--- src/rtl/motion_arbiter.sv ---
// Round-robin arbiter sharing one motion/collision engine
// among player 1, player 2 and the cannon.
module motion_arbiter #(
  parameter int X_W     = 11,
  parameter int Y_W     = 10,
  parameter int TIMEOUT = 15
) (
  input  logic           clk_slow,
  input  logic           rst_n,
  input  logic [2:0]     req,
  input  logic [X_W-1:0] p1_x,
  input  logic [Y_W-1:0] p1_y,
  input  logic [X_W-1:0] p2_x,
  input  logic [Y_W-1:0] p2_y,
  input  logic [X_W-1:0] cn_x,
  input  logic [Y_W-1:0] cn_y,
  input  logic           eng_done,
  input  logic [3:0]     eng_state,
  output logic           eng_start,
  output logic [X_W-1:0] eng_x,
  output logic [Y_W-1:0] eng_y,
  output logic [2:0]     grant,
  output logic [2:0]     result_valid,
  output logic [3:0]     result_state,
  output logic           busy,
  output logic           timeout_err
);

  typedef enum logic [1:0] {
    IDLE,
    ISSUE,
    WAIT,
    DELIVER
  } state_t;

  localparam logic [7:0] CNT_LAST = 8'(TIMEOUT - 1);

  state_t     state;
  state_t     state_nx;
  logic [1:0] last;
  logic [1:0] idx;
  logic [1:0] sel;
  logic [7:0] cnt;
  logic       expire;

  assign expire = (cnt == CNT_LAST);
  assign busy   = (state != IDLE);

  // search starts just after the last requester served
  always_comb begin
    sel = 2'd0;
    unique case (last)
      2'd0: sel = req[1] ? 2'd1 :
                  req[2] ? 2'd2 : 2'd0;
      2'd1: sel = req[2] ? 2'd2 :
                  req[0] ? 2'd0 : 2'd1;
      default: sel = req[0] ? 2'd0 :
                     req[1] ? 2'd1 : 2'd2;
    endcase
  end

  always_ff @(posedge clk_slow) begin
    if (!rst_n) state <= IDLE;
    else        state <= state_nx;
  end

  always_comb begin
    state_nx = state;
    unique case (state)
      IDLE:    if (|req) state_nx = ISSUE;
      ISSUE:   state_nx = WAIT;
      WAIT:    if (eng_done || expire)
                 state_nx = DELIVER;
      DELIVER: state_nx = IDLE;
      default: state_nx = IDLE;
    endcase
  end

  always_ff @(posedge clk_slow) begin
    if (!rst_n) begin
      eng_start    <= 1'b0;
      eng_x        <= '0;
      eng_y        <= '0;
      grant        <= 3'b000;
      result_valid <= 3'b000;
      result_state <= 4'h0;
      timeout_err  <= 1'b0;
      last         <= 2'd2;
      idx          <= 2'd0;
      cnt          <= 8'd0;
    end else begin
      eng_start    <= 1'b0;
      result_valid <= 3'b000;
      unique case (state)
        IDLE: begin
          if (|req) begin
            grant     <= 3'(1 << sel);
            idx       <= sel;
            eng_start <= 1'b1;
            unique case (sel)
              2'd0: begin
                eng_x <= p1_x;
                eng_y <= p1_y;
              end
              2'd1: begin
                eng_x <= p2_x;
                eng_y <= p2_y;
              end
              default: begin
                eng_x <= cn_x;
                eng_y <= cn_y;
              end
            endcase
          end
        end
        ISSUE: cnt <= 8'd0;
        WAIT: begin
          // a late done still beats the abort
          if (eng_done) begin
            result_state <= eng_state;
            result_valid <= grant;
            grant        <= 3'b000;
          end else if (expire) begin
            result_state <= 4'h0;
            result_valid <= grant;
            grant        <= 3'b000;
            timeout_err  <= 1'b1;
          end else begin
            cnt <= cnt + 8'd1;
          end
        end
        DELIVER: last <= idx;
        default: ;
      endcase
    end
  end

endmodule

--- config.mk ---
export PLATFORM = sky130hd
export DESIGN_NAME = motion_arbiter
export DESIGN_NICKNAME = d
export VERILOG_FILES = /design/src/rtl/motion_arbiter.sv
export SDC_FILE = /design/constraint.sdc
export NUM_CORES = 1
export LEC_CHECK = 0
export CAP_MARGIN = 30
export CORE_ASPECT_RATIO = 0.9
export CORE_MARGIN = 5
export CORE_UTILIZATION = 41
export CTS_CLUSTER_SIZE = 30
export DETAILED_ROUTE_END_ITERATION = 12
export GPL_TIMING_DRIVEN = 0
export MAX_ROUTING_LAYER = met4
export PLACE_DENSITY = 0.8
export SKIP_LAST_GASP = 1
export SYNTH_ARGS = -nofsm -noshare
export SYNTH_HDL_FRONTEND = slang
export SYNTH_SLANG_ARGS = --single-unit
--- constraint.sdc ---
create_clock -name clk_slow -period 2.1 [get_ports clk_slow]
set_input_delay 0.315 -clock clk_slow [delete_from_list [all_inputs] [get_ports clk_slow]]
set_output_delay 0.315 -clock clk_slow [all_outputs]
set_load 0.05 [all_outputs]
==> results.ini, run 1 <==
[timing]
fmax_mhz = 500
finalHoldViolCount = 0
slew_headroom_pct = 56.5
timing.setup.tns_ns = 0
setup_violations = 0
period_needed_ns = 2.00
skew_ns = 0.00580
rsz0062_at_grt = false
drv_slew = 0
worst_slew_pin_slew_ns = 0.647
post-route-period-util_pct = 95.2
hold_slack_ns = 0.491

[cells_and_area]
multiInputGateArea_sq_mm = 0.00128
n_antenna_cell = 0
layout-drive-gt1-share_pct = 6.23
fill_cells = 516
final_cell_mix = 105 x clkdlybuf4s50_1, 60 x o21ai_0, 47 x dfxtp_1, 23 x a21oi_1, 21 x a31oi_1
area_growth_pct = 53.6
instances_no_fill = 455
mostFrequentLayoutCell = clkdlybuf4s50_1
seqCellArea_sq_um = 941
final_nets = 464

[critical_path]
r2r_cells = 6
crit_arrival_ns = 1.68
path_class = reg -> out
required_ns = 1.78
rr_endpoint = grant[1]$_SDFFE_PN0P_
r2r_start = state[1]$_SDFFE_PN0P_
critPathCaptureType = primary output
worstPathMaxFanout = 4
rrSetupSlack_ns = 0.30
start_kind = flop

[floorplanning]
core_sq_mm = 0.00560
row_count = 26
ioPinCount = 107
start_util_pct = 41.6
die_w_microns = 89.4
die_h_microns = 81.5
dieArea_sq_mm = 0.00728

[clock_tree]
hold_buffers = 0
insertion_delay_ns = 0.30
root_buffer = clkbuf_8
clock_sinks = 47
cts.clk_slew.worst_paths_ns = 0.09
cts_buffers = 5
cts_tree = yes
htree_num_levels = 2
clockBufferDepth = 2

[synth]
synth_area_sq_mm = 0.00233
synth.distinct_cells = 41
avgSynthCellArea_sq_um = 8.58
synth-edff-count = 0
ys_async_sr_fraction_pct = 0
syn_inst = 271
synthFlopType = dfxtp_1
ys_seq_elements = 47
synth_seq_area_share_pct = 40.5
yosysWarnings = 0
syn_nets = 351

[grt]
grt_overflow = 0
use_met2_pct = 34.6
met1_usage_pct = 23.4
top_usage_layer = met2
use_met3_pct = 7.92
grt_pass1_wl_mm = 11.3
first_global_vias = 2437
grt_max_degree = 17
antenna_found_initial = 0
grt_use_total_pct = 20.4

[route]
wirelength_mm = 7.16
wl_per_cell_microns = 15.7
dr.pass1.iters = 4
remaining_drc_errors = 0
drtIter0Drc = 82
ant_nets = 0
routed_via_density = 5.42
vias = 2464

[power]
power_density_mw_per_mm2 = 1160
p_leak_nw = 1.30
irDropWorstVdd_mv = 0.568
fin_total_pwr_mw = 4.15

[placement]
gp_congestion = 0.861
port_buffers = 106
dpl.hpwl_mm = 5.62
dpl.cell_count = 447

[hold_path]
hold_end = result_valid[1]$_SDFF_PN0_
worstHoldStart = grant[1]$_SDFFE_PN0P_
hold_path_class = reg -> reg
worstHoldPathCells = 1

[status]
status = finished clean

[run]
maxCapViolCount = 0

## where the power goes
part           total (mW)  switching [mW]  internal, mW
logic                2.28            1.48         0.804
clock network       0.567           0.328         0.238
registers            1.30           0.150          1.15
## worst max-delay path, stage by stage (launching register included)
cell and delay [ns]:
dfxtp_1 0.39, inv_1 0.10, ha_1 0.26, inv_1 0.09, dlygate4sd2_1 0.53
## area by class of cell
class | count | area share (%)
clock inverters | 3 | 0.701
inverters | 5 | 0.525
clock buffers | 5 | 1.93
repair buffers | 106 | 29.7
well taps | 70 | 2.45
multi-input cells | 200 | 35.8
plain buffers | 19 | 2.59
flip-flops and latches | 47 | 26.3
## metal layers
| metal | share of wire (%) | vias to the layer above |
|---|---|---|
| met1 | 40 | 1134 |
| met3 | 11 | 4 |
| met4 | 0.47 | 0 |
| li1 | - | 1227 |
| met5 | 0 | - |
| met2 | 49 | 99 |
## through the flow
step	cell area (sq um)	worst slack (ns)	utilization, %
after floorplan	2330	0.282	-
after CTS	3570	0.0900	63.8
after detailed placement	3470	-0.142	62.1
final	3570	0.102	63.8
after global routing	3570	0.00464	63.8
after global placement	3470	-0.102	62.1
## cell usage after synthesis (all sizes together) (4+ instances only)
cell,instances,area [sq um]
a21oi,25,140
a22o,4,35.0
a31oi,21,131
a32o,4,40.0
and2,7,43.8
and3,4,25.0
buf,4,32.5
clkbuf,15,60.1
dfxtp,47,941
ha,7,87.6
inv,5,18.8
mux2i,6,60.1
nand2,7,26.3
nand2b,4,25.0
nor2,11,41.3
nor2b,7,43.8
o21ai,64,320
## worst max-delay path by stage
stage / start / slack [ns] / to
floorplan: state[0]$_SDFFE_PN0P_ / 0.28 / grant[1]$_SDFFE_PN0P_
global route: state[1]$_SDFFE_PN0P_ / 0.005 / busy
CTS: state[0]$_SDFFE_PN0P_ / 0.09 / busy
finish: state[0]$_SDFFE_PN0P_ / 0.10 / busy
detailed placement: req[0] / -0.14 / eng_x[4]$_SDFFE_PN0P_
global placement: req[1] / -0.10 / eng_x[4]$_SDFFE_PN0P_
## registers in the layout, indices dropped and copies added (netlist names)
register / count
eng_y: 10
eng_x: 11
result_valid: 3
idx: 2
result_state: 4
cnt: 8
grant: 3
last: 2
state: 2
eng_start: 1
timeout_err: 1
## cell families after synthesis
kind of cell | synth area share [%]
AOI/OAI and AO/OA | 33.4
and+or+nand+nor | 13.6
DFF | 40.5
buffers and inverters | 4.79
adders and majority gates | 3.77
muxes | 2.58
xor gates and xnor gates | 1.51
## timing repair
item | CTS | global route
endpoints found under the setup margin | 1 | 2
resized for setup | 1 | 1
setup buffers | 0 | 0
No activity file was read; power rests on OpenSTA's default activity.
==> run 2: changes to the inputs <==
--- a/config.mk
+++ b/config.mk
@@ -12,9 +12,9 @@
 export CTS_CLUSTER_SIZE = 30
 export DETAILED_ROUTE_END_ITERATION = 12
 export GPL_TIMING_DRIVEN = 0
-export MAX_ROUTING_LAYER = met4
 export PLACE_DENSITY = 0.8
 export SKIP_LAST_GASP = 1
 export SYNTH_ARGS = -nofsm -noshare
 export SYNTH_HDL_FRONTEND = slang
 export SYNTH_SLANG_ARGS = --single-unit
+export TNS_END_PERCENT = 1
==> run 2 against run 1 <==
  * Hold slack worse by 0.0018 ns
  * Register-to-register slack about the same
  * Non-clock buffer count unchanged
  * Clock power about the same
  * Cell area unchanged
  * Via count up 0.85%
  * Flip-flop and latch count unchanged
  * Final cell count unchanged
  * Maximum frequency about the same
  * Critical endpoint unchanged
  * Largest cell class unchanged
==> results.ini, run 2 (same netlist as run 1, synthesis figures left out) <==
[run]
maxCapViolCount = 0  ; unchanged

[clock_tree]
cts_tree = yes
clockBufferDepth = 2  ; unchanged
cts_setup_buffers = 0  ; unchanged
htree_num_levels = 2  ; unchanged
insertion_delay_ns = 0.30  ; about the same
clock_sinks = 47  ; unchanged
cts_buffers = 5  ; unchanged
hold_buffers = 0  ; unchanged
cts.clk_slew.worst_paths_ns = 0.09  ; about the same
root_buffer = clkbuf_8

[power]
internal-power_mw = 2.19  ; about the same
power_density_mw_per_mm2 = 1160  ; about the same
irDropWorstVdd_mv = 0.568  ; about the same
switchingPower_mw = 1.96  ; about the same
power_frac_clock_pct = 13.6  ; about the same
p_leak_nw = 1.30  ; unchanged
seq_power_share_pct = 31.2  ; about the same
switching_share_pct = 47.2  ; about the same
pwr-share-comb_pct = 55.2  ; about the same

[status]
status = finished clean

[cells_and_area]
final_nets = 464  ; unchanged
final_cell_mix = 105 x clkdlybuf4s50_1, 60 x o21ai_0, 47 x dfxtp_1, 23 x a21oi_1, 21 x a31oi_1
largest_reg_flops = 11  ; unchanged
reg_top3 = eng_x x11, eng_y x10, cnt x8
area_growth_pct = 53.6  ; unchanged
fin_util_pct = 63.8  ; unchanged
regMostFlops = eng_x
n_antenna_cell = 0  ; unchanged
mostFrequentLayoutCell = clkdlybuf4s50_1
multiInputGateArea_sq_mm = 0.00128  ; unchanged
final_area_sq_mm = 0.00357  ; unchanged
layout-drive-gt1-share_pct = 6.23  ; unchanged
seqCellArea_sq_um = 941  ; unchanged
fill_cells = 516  ; unchanged

[grt]
first_global_vias = 2431  ; -0.25%
grt_overflow = 0  ; unchanged
grt_max_degree = 17  ; unchanged
grt_use_total_pct = 19.7  ; -0.67 points
grt_pass1_wl_mm = 11.3  ; +0.19%
antenna_found_initial = 0  ; unchanged

[placement]
dpl.hpwl_mm = 5.62  ; unchanged
gp_congestion = 0.848  ; -1.5%
place_area_sq_mm = 0.00347  ; unchanged
port_buffers = 106  ; unchanged

[timing]
rsz0062_at_grt = false
skew_ns = 0.00499  ; -0.000807 ns
drv_slew = 0  ; unchanged
worst_slew_pin_slew_ns = 0.622  ; -0.0251 ns
fmax_mhz = 501  ; about the same
period_needed_ns = 2.00  ; -0.00144 ns
finalHoldViolCount = 0  ; unchanged
slew_headroom_pct = 58.2  ; +1.7 points
post-route-period-util_pct = 95.1  ; about the same
timing.setup.tns_ns = 0  ; unchanged
setup_violations = 0  ; unchanged

[floorplanning]
dieArea_sq_mm = 0.00728  ; unchanged
start_util_pct = 41.6  ; unchanged
ioPinCount = 107  ; unchanged
core_sq_mm = 0.00560  ; unchanged
row_count = 26  ; unchanged
die_h_microns = 81.5  ; unchanged
die_w_microns = 89.4  ; unchanged

[critical_path]
crit_buf_inv = 3  ; unchanged
cp_common_cell = inv_1
worstPathMaxFanout = 4  ; unchanged
required_ns = 1.78  ; about the same
crit_arrival_ns = 1.68  ; about the same
cp_top_family = buffers and inverters
path_class = reg -> out
path_cells = inv_1 -> ha_1 -> inv_1 -> dlygate4sd2_1
cpPeakStageDelay_ns = 0.53  ; about the same
cp_slowest_cell = dlygate4sd2_1
start_kind = flop
critPathCaptureType = primary output

[route]
wirelength_mm = 7.16  ; about the same
vias = 2485  ; +0.85%
ant_nets = 0  ; unchanged
dr.pass1.iters = 4  ; unchanged
routed_via_density = 5.46  ; +0.85%
wl_per_cell_microns = 15.7  ; about the same
remaining_drc_errors = 0  ; unchanged
drtIter0Drc = 125  ; +52%

[hold_path]
hold_path_class = reg -> reg

==> run 2: cell counts in the layout (fill, tap and decap cells not counted) <==
Identical to the previous run, type by type.
==> run 2: timing repair <==
action	4_1_cts	5_1_grt
gates resized for setup	1	1
endpoints found under the hold margin	0	0
pin swaps	0	0
endpoints found under the setup margin	1	2
==> run 2: cell type report <==
cell class / count / share of cell area (%)
sequential: 47 / 26.3
tap: 70 / 2.45
inverter: 5 / 0.525
buffer: 19 / 2.59
multi-input combinational: 200 / 35.8
clock inverter: 3 / 0.701
timing repair buffer: 106 / 29.7
clock buffer: 5 / 1.93
==> run 2: worst register-to-register path: stages (launching register included) <==
cell	delay (ns)
dfxtp_1	0.36
inv_1	0.11
ha_1	0.25
inv_1	0.08
nor4_1	0.52
o31a_1	0.28
a22o_1	0.15
==> run 2: final timing paths <==
path / from / endpoint / slack [ns] / cells after the start
worst max register to register: state[1]$_SDFFE_PN0P_ / grant[1]$_SDFFE_PN0P_ / 0.30 / 6
worst min-delay path: grant[1]$_SDFFE_PN0P_ / result_valid[1]$_SDFF_PN0_ / 0.49 / 1
worst min register to register: grant[1]$_SDFFE_PN0P_ / result_valid[1]$_SDFF_PN0_ / 0.49 / 1
worst max-delay path: state[0]$_SDFFE_PN0P_ / busy / 0.10 / 4
==> run 2: power groups by stage <==
stage	combinational [mW]	sequential, mW	clock [mW]
after floorplan	0.751	2.03	0
after global placement	2.27	1.30	0
after detailed placement	2.29	1.32	0
after CTS	2.29	1.30	0.576
after global routing	2.46	1.33	0.616
final	2.29	1.30	0.565
==> run 2: per-layer routing <==
| layer | GRT usage [%] | routed length [microns] | share of wire, % |
|---|---|---|---|
| met5 | 0 | 0 | 0 |
| met4 | 4.02 | 56 | 0.78 |
| met3 | 8.32 | 899 | 13 |
| met2 | 35.1 | 3500 | 49 |
| met1 | 21.8 | 2700 | 38 |
==> run 2: metrics by stage <==
step                      power [mW]  setup WS, ns  cells  hold WS (ns)
after global placement          3.57        -0.102    447         0.464
after global routing            4.40       0.00988    455         0.507
after detailed placement        3.60        -0.142    447         0.472
final                           4.15         0.103    455         0.489
after floorplan                 2.78         0.282    271         0.441
after CTS                       4.17        0.0900    455         0.494
